[src/rtl/accumulator.sv]
// Integrate-and-dump accumulator: sums ACC_LEN unsigned samples and emits one wide sum per frame.
// Optional feature: define ACCUMULATOR_SATURATE_EN to clamp instead of wrap on overflow.
module accumulator #(
    parameter int DATA_WIDTH = 16,
    parameter int ACC_LEN    = 4,
    parameter int ACC_WIDTH  = 24
) (
    input  logic                  clk,
    input  logic                  rst,
    input  logic                  en_i,
    input  logic                  sync_i,
    input  logic [DATA_WIDTH-1:0] data_i,
    output logic [ACC_WIDTH-1:0]  data_o,
    output logic                  valid_o,
    output logic                  overflow_o
);

    localparam logic [0:0]  IDLE       = 1'b0;
    localparam logic [0:0]  ACCUM      = 1'b1;
    localparam logic [15:0] LAST_COUNT = 16'(ACC_LEN - 1);

    logic [ACC_WIDTH-1:0] acc_q, acc_d;
    logic [15:0]          count_q, count_d;
    logic                 ovf_q, ovf_d;
    logic [0:0]           state_q, state_d;
    logic [ACC_WIDTH-1:0] data_q, data_d;
    logic                 valid_q, valid_d;
    logic                 overflow_q, overflow_d;

    logic                 fresh;
    logic [ACC_WIDTH-1:0] acc_base;
    logic [15:0]          count_base;
    logic                 ovf_base;
    logic [ACC_WIDTH:0]   sum;
    logic                 ovf_next;
    logic [ACC_WIDTH-1:0] acc_next;

    // A sync (or an idle frame) starts from zero, so this cycle's sample becomes sample 0.
    always_comb begin
        fresh      = sync_i || (state_q == IDLE);
        acc_base   = fresh ? '0 : acc_q;
        count_base = fresh ? 16'd0 : count_q;
        ovf_base   = fresh ? 1'b0 : ovf_q;
        sum        = {1'b0, acc_base} + (ACC_WIDTH + 1)'(data_i);
        ovf_next   = ovf_base | sum[ACC_WIDTH];
`ifdef ACCUMULATOR_SATURATE_EN
        acc_next   = ovf_next ? '1 : sum[ACC_WIDTH-1:0];
`else
        acc_next   = sum[ACC_WIDTH-1:0];
`endif
    end

    always_comb begin
        acc_d      = acc_q;
        count_d    = count_q;
        ovf_d      = ovf_q;
        state_d    = state_q;
        data_d     = data_q;
        valid_d    = 1'b0;
        overflow_d = overflow_q;
        if (en_i) begin
            if (count_base == LAST_COUNT) begin
                data_d     = acc_next;
                overflow_d = ovf_next;
                valid_d    = 1'b1;
                acc_d      = '0;
                count_d    = 16'd0;
                ovf_d      = 1'b0;
                state_d    = IDLE;
            end else begin
                acc_d      = acc_next;
                count_d    = count_base + 16'd1;
                ovf_d      = ovf_next;
                state_d    = ACCUM;
            end
        end else if (sync_i) begin
            acc_d   = '0;
            count_d = 16'd0;
            ovf_d   = 1'b0;
            state_d = IDLE;
        end
    end

    always_ff @(posedge clk) begin
        if (rst) begin
            acc_q      <= '0;
            count_q    <= 16'd0;
            ovf_q      <= 1'b0;
            state_q    <= IDLE;
            data_q     <= '0;
            valid_q    <= 1'b0;
            overflow_q <= 1'b0;
        end else begin
            acc_q      <= acc_d;
            count_q    <= count_d;
            ovf_q      <= ovf_d;
            state_q    <= state_d;
            data_q     <= data_d;
            valid_q    <= valid_d;
            overflow_q <= overflow_d;
        end
    end

    assign data_o     = data_q;
    assign valid_o    = valid_q;
    assign overflow_o = overflow_q;

endmodule

[config.mk]
export PLATFORM = sky130hd
export DESIGN_NAME = accumulator
export DESIGN_NICKNAME = d
export VERILOG_FILES = /design/src/rtl/accumulator.sv
export SDC_FILE = /design/constraint.sdc
export NUM_CORES = 1
export LEC_CHECK = 0
export BUFFER_PORTS_ARGS = -buffer_cell sky130_fd_sc_hd__buf_2
export CAP_MARGIN = 5
export CORE_MARGIN = 2
export CORE_UTILIZATION = 33
export DETAILED_ROUTE_END_ITERATION = 12
export HOLD_SLACK_MARGIN = 0.12
export PLACE_DENSITY = 0.53
export SYNTH_ARGS = -nofsm -noshare
export SYNTH_HDL_FRONTEND = slang
export SYNTH_SLANG_ARGS = --single-unit
[constraint.sdc]
create_clock -name clk -period 6.09 [get_ports clk]
set_clock_uncertainty 0.05 [all_clocks]
set_input_delay 0.9135 -clock clk [delete_from_list [all_inputs] [get_ports clk]]
set_output_delay 0.9135 -clock clk [all_outputs]
set_load 0.02 [all_outputs]
==> metrics.yaml, run 1 <==
status: "completed"
grt_pass1_wl_mm: 18.33
post-route-util_pct: 39.50
path_clk_slew_ps: 50
cts_tree: "done"
power.leakage_uw: 0.001900
setup_viol: 0
hp-start: "acc_q[8]"
final_cell_mix: "nand2_1 (75), dfxtp_1 (68), nor2_1 (46)"
grt_setup_unrepaired: "no"
drt_pass1_iterations: 4
fin_area_um2: 4745
timing.rr.start: "state_q"
fmaxAchievable_mhz: 262.7
drive_gt1_share_pct: 15.85
final_common_cell: "nand2_1"
cts_setup_buffers: 0
grt_max_degree: 53
clockBufferDepth: 2
final_cell_count_no_fill: 696
die_area_um2: 13170
hold_viol: 0
ioPinCount: 46
synth_edf_count: 0
place_area_um2: 4357
cp-start-kind: "input port"
placed_cells: 680
core_um2: 12010
root_buffer: "clkbuf_16"
ys_ff_latch: 68
yosys.cell_types.count: 66
grt_pass1_vias: 3662
cp.required_ps: 6290
fin_total_pwr_uw: 1219
ys_warn_count: 0
drtIter0Drc: 180
syn_inst: 512
grtUsageTotal_pct: 17.70
cp_max_fo: 30
clkPwrFrac_pct: 55.9
numCtsBuffers: 9
async_flop_share_pct: 0
max-slew-margin-rel_pct: 47.83
dp.final_hpwl_mm: 7.756
initial_core_util_pct: 33.70
hold_buffers: 0
antenna_cells: 0
fin_tns_setup_ps: 0
die_w_um: 114.8
comb_power_share_pct: 6.7
gp_congestion: 0.8542
power.share.sequential_pct: 37.4
nets: 582
numPortBuffers: 45
vias: 3740
antenna_left: 0
syn_to_final_growth_pct: 17.22
crit_arrival_ps: 4000
clkLatencyLatePin_ps: 340
cts_resized: 0
hold_path.class: "flop to flop"
ir_worst_vdd_mv: 0.1047
p_switching_uw: 257.2
cp-startpoint: "sync_i"
avgViaCountPerCell: 5.374
post_drt_wl_per_cell_um: 15.95
crit_type: "input port to flop"
die_h_um: 114.8
grt-ovfl-total: 0
antenna_found_initial: 0
p_per_area_nw_per_um2: 256.9
netlist_area_um2: 4048
finalMaxSlewViolations: 0
totalWireLength_mm: 11.10
syn_area_per_cell_um2: 7.906
crit_path_end_kind: "flop"
worst_pin_slew_ps: 779.7
drc: 0
synth_ff_type: "dfxtp_1"
syn_nets: 550
clock_sinks: 68
finalCritPeriodShare_pct: 62.51
max-cap-violations: 0
row_count: 40
post-route-min-period_ps: 3807
seq_area_frac_synth_pct: 33.63
htree_levels: 3
p_int_uw: 961.6
swShare_pct: 21.11
[routing by layer]
| metal | GRT usage, % | up-vias | part of all wire, % | wire length, um |
|---|---|---|---|---|
| met1 | 23.58 | 1757 | 49 | 5440 |
| met4 | 7.550 | 0 | 1.2 | 138 |
| met5 | 0 | - | 0 | 0 |
| met3 | 2.478 | 11 | 3.5 | 391 |
| met2 | 28.84 | 71 | 46 | 5131 |
| li1 | - | 1901 | - | - |
[power groups by stage]
stage | combinational [uW] | sequential [uW] | clock (uW)
finish | 82.0 | 455 | 681
global route | 91.8 | 456 | 714
CTS | 82.4 | 455 | 693
detailed placement | 81.9 | 465 | 0
global placement | 80.8 | 465 | 0
floorplan | 58.4 | 464 | 0
[cell usage after synthesis (2+ instances only)]
| master | number | area, um2 |
|---|---|---|
| a211oi_1 | 9 | 67.56 |
| a21o_1 | 7 | 52.55 |
| a21oi_1 | 41 | 205.2 |
| a21oi_2 | 3 | 26.28 |
| a221oi_1 | 3 | 26.28 |
| a22o_1 | 4 | 35.03 |
| a22oi_1 | 6 | 45.04 |
| a311oi_1 | 2 | 17.52 |
| a31oi_1 | 7 | 43.79 |
| a31oi_4 | 2 | 42.54 |
| a32oi_1 | 4 | 35.03 |
| and2_1 | 21 | 131.4 |
| and3_1 | 9 | 56.30 |
| and4_1 | 3 | 26.28 |
| buf_2 | 7 | 35.03 |
| buf_4 | 3 | 22.52 |
| buf_6 | 2 | 22.52 |
| clkbuf_1 | 17 | 63.81 |
| dfxtp_1 | 68 | 1361 |
| ha_1 | 17 | 212.7 |
| inv_1 | 17 | 63.81 |
| mux2i_1 | 4 | 40.04 |
| nand2_1 | 75 | 281.5 |
| nand2b_1 | 3 | 18.77 |
| nand3_1 | 19 | 95.09 |
| nand4_1 | 6 | 37.54 |
| nor2_1 | 46 | 172.7 |
| nor2b_1 | 4 | 25.02 |
| nor3_1 | 9 | 45.04 |
| nor3_2 | 2 | 20.02 |
| nor3b_1 | 2 | 15.01 |
| nor4_1 | 4 | 25.02 |
| nor4_2 | 2 | 25.02 |
| o211ai_1 | 6 | 45.04 |
| o21a_1 | 2 | 15.01 |
| o21ai_0 | 25 | 125.1 |
| o21ai_1 | 3 | 15.01 |
| o22ai_1 | 2 | 12.51 |
| or3_1 | 5 | 31.28 |
| xnor2_1 | 8 | 70.07 |
| xor2_1 | 8 | 70.07 |
[logic make-up (layout without fill, tap and decap cells)]
family / count (synthesis) / after routing / share of synthesized area, %
simple gates: 219 / 219 / 27.20
compound gates: 140 / 140 / 23.74
flops: 68 / 68 / 33.63
buf+inv: 47 / 84 / 5.224
fa+ha+maj: 18 / 18 / 5.750
xor+xnor: 16 / 16 / 3.462
mux: 4 / 4 / 0.9892
[sequential cells by signal (all words and copies together), names as in the netlist]
signal / count
acc_q: 24
count_q: 16
data_o: 24
overflow_o: 1
ovf_q: 1
state_q: 1
valid_o: 1
[critical path, cell delays in order]
cell       delay, ps
buf_2            140
nor2b_2          240
buf_4            370
and2_1           180
ha_1             150
inv_1             60
fa_1             410
nor2b_1          170
o2111ai_1        170
a21o_2           270
a2111oi_4        380
o21ai_1          180
xnor2_1          160
a211oi_1         220
[per-stage QoR]
stage          setup WS [ps]  hold WS [ps]
6_report                2283         395.8
2_1_floorplan           2233         366.7
5_1_grt                 2043         410.8
4_1_cts                 2260         400.0
3_3_place_gp            2028         378.2
3_5_place_dp            1919         386.8
[area by class of cell]
cell class / count / area [um2]
Multi-Input combinational cell: 397 / 2477
Sequential cell: 68 / 1361
Clock buffer: 9 / 225.2
Fill cell: 1249 / 7267
Clock inverter: 7 / 162.7
Timing Repair Buffer: 51 / 270.3
Inverter: 17 / 63.81
Tap cell: 147 / 183.9
[path summary, 6_finish.rpt]
check	slack, ps	depth (start not counted)	to
setup / recovery	2280	14	data_o[22]
hold / removal	400	2	acc_q[8]
setup reg to reg	2500	13	data_o[22]
hold reg to reg	400	2	acc_q[8]
Note: power is estimated with default switching activity, not from simulation.
==> run 2: changes to the inputs <==
--- a/config.mk
+++ b/config.mk
@@ -11,7 +11,7 @@
 export CORE_UTILIZATION = 33
 export DETAILED_ROUTE_END_ITERATION = 12
 export HOLD_SLACK_MARGIN = 0.12
-export PLACE_DENSITY = 0.53
+export PLACE_DENSITY = 0.55
 export SYNTH_ARGS = -nofsm -noshare
 export SYNTH_HDL_FRONTEND = slang
 export SYNTH_SLANG_ARGS = --single-unit
==> constraint.sdc (replaced) <==
create_clock -name clk -period 3.15 [get_ports clk]
set_clock_uncertainty 0.05 [all_clocks]
set_input_delay 0.4725 -clock clk [delete_from_list [all_inputs] [get_ports clk]]
set_output_delay 0.4725 -clock clk [all_outputs]
set_load 0.02 [all_outputs]
==> run 2 against run 1 <==
Die area is the same. Worst setup slack lost 2000 ps. Worst hold slack gained 2.5 ps. Total power grew 72%. Sequential cell count is the same. Highest routed layer unchanged. Critical path depth shrank 1. Non-clock buffer count grew 37.
==> metrics.yaml, run 2 (same netlist as run 1, synthesis figures left out) <==
status: "completed"
syn_to_final_growth_pct: 22.94
path_clk_slew_ps: 60
drive_gt1_share_pct: 21.67
drt_pass1_iterations: 4
finalCritPeriodShare_pct: 92.44
post-route-min-period_ps: 2912
root_buffer: "clkbuf_16"
crit_path_end_kind: "flop"
row_count: 40
cts_tree: "done"
antenna_found_initial: 0
gp_congestion: 0.9046
dp.final_hpwl_mm: 8.429
timing.rr.start: "state_q"
rr_endpoint: "data_o[22]"
max-slew-margin-rel_pct: 61.63
fin_tns_setup_ps: 0
core_um2: 12010
final_cell_mix: "nand2_1 (75), dfxtp_1 (68), nor2_1 (46)"
finalMaxSlewViolations: 0
crit_arrival_ps: 3100
drc: 0
power.leakage_uw: 0.002055
grt_pass1_vias: 3903
nFillCells: 1222
clockBufferDepth: 2
htree_levels: 3
grt_pass1_wl_mm: 19.48
regArea_um2: 1361
dp_worst_setup_slack_ps: -65.57
hold_viol: 0
die_area_um2: 13170
initial_core_util_pct: 33.70
numPortBuffers: 45
final_cell_count_no_fill: 733
cp-start-kind: "flop"
setup_viol: 0
numCtsBuffers: 9
crit_type: "flop to flop"
ir_worst_vdd_mv: 0.2530
multi_input_area_um2: 2491
antenna_left: 0
totalWireLength_mm: 11.60
max-cap-violations: 0
min_to: "acc_q[7]"
ff2ff_path_depth: 13
final_common_cell: "nand2_1"
avgViaCountPerCell: 5.345
fmaxAchievable_mhz: 343.4
placed_cells: 717
ioPinCount: 46
cp_max_fo: 11
p_per_area_nw_per_um2: 421.4
regToRegSetupSlack_ps: 240
hold_ws_ps: 398.3
die_w_um: 114.8
die_h_um: 114.8
setup_ws_ps: 238.3
antenna_cells: 0
grtUsageTotal_pct: 18.42
worst_pin_slew_ps: 575.5
nets: 619
cp.required_ps: 3340
grt_max_degree: 50
post_drt_wl_per_cell_um: 15.83
vias: 3918
whs_path_depth: 2
clkLatencyLatePin_ps: 330
cts_setup_buffers: 0
post-route-util_pct: 41.43
grt-ovfl-total: 0
clock_sinks: 68
hold_path.class: "flop to flop"
hp-start: "acc_q[7]"
grt_setup_unrepaired: "no"
drtIter0Drc: 162
[run 2: worst max-delay path by stage]
stage            start    endpoint  depth (start not counted)
6_report       state_q  data_o[22]                         13
5_1_grt        state_q  data_o[22]                         13
4_1_cts        state_q  data_o[22]                         13
3_5_place_dp    sync_i  data_o[22]                         14
3_3_place_gp    sync_i  data_o[22]                         14
2_1_floorplan   sync_i  data_o[16]                         16
[run 2: stage by stage]
stage / power (uW) / area (um2)
after floorplan: 1012 / 4074
after global placement: 1085 / 4666
after detailed placement: 1087 / 4666
after CTS: 2121 / 4969
after global routing: 2177 / 4976
final: 2097 / 4976
[run 2: where the power goes]
part           internal, uW  switching [uW]  leakage [uW]
Combinational          77.4             113       0.00136
Clock                   617             411      0.000146
Sequential              873            6.04      0.000551
[run 2: repair_timing]
item / in CTS / in global routing
gates resized for setup: 0 / 2
setup endpoints to repair: 0 / 2
hold buffers: 0 / 0
[run 2: layout make-up]
type | instances | area share, %
clock buffer | 9 | 4.526
multi-input combinational | 397 | 50.06
timing repair buffer | 88 | 11.52
tap | 147 | 3.696
clock inverter | 7 | 1.559
inverter | 17 | 1.282
sequential | 68 | 27.36
[run 2: critical path: stages (launching register included)]
cell and delay, ps:
dfxtp_1 340, nor2b_4 190, buf_12 130, and2_1 120
ha_1 170, inv_1 60, fa_2 350, nor2b_2 130
o2111ai_1 150, a21o_2 270, a2111oi_4 400, o21ai_2 120
xnor2_1 140, a211oi_1 190
[run 2: layer usage]
metal | GRT usage (%) | part of all wire [%] | vias to the layer above
met1 | 24.77 | 47 | 1833
met4 | 4.980 | 1.5 | 0
met3 | 3.216 | 3.8 | 17
met5 | 0 | 0 | -
li1 | - | - | 1981
met2 | 30.65 | 47 | 87
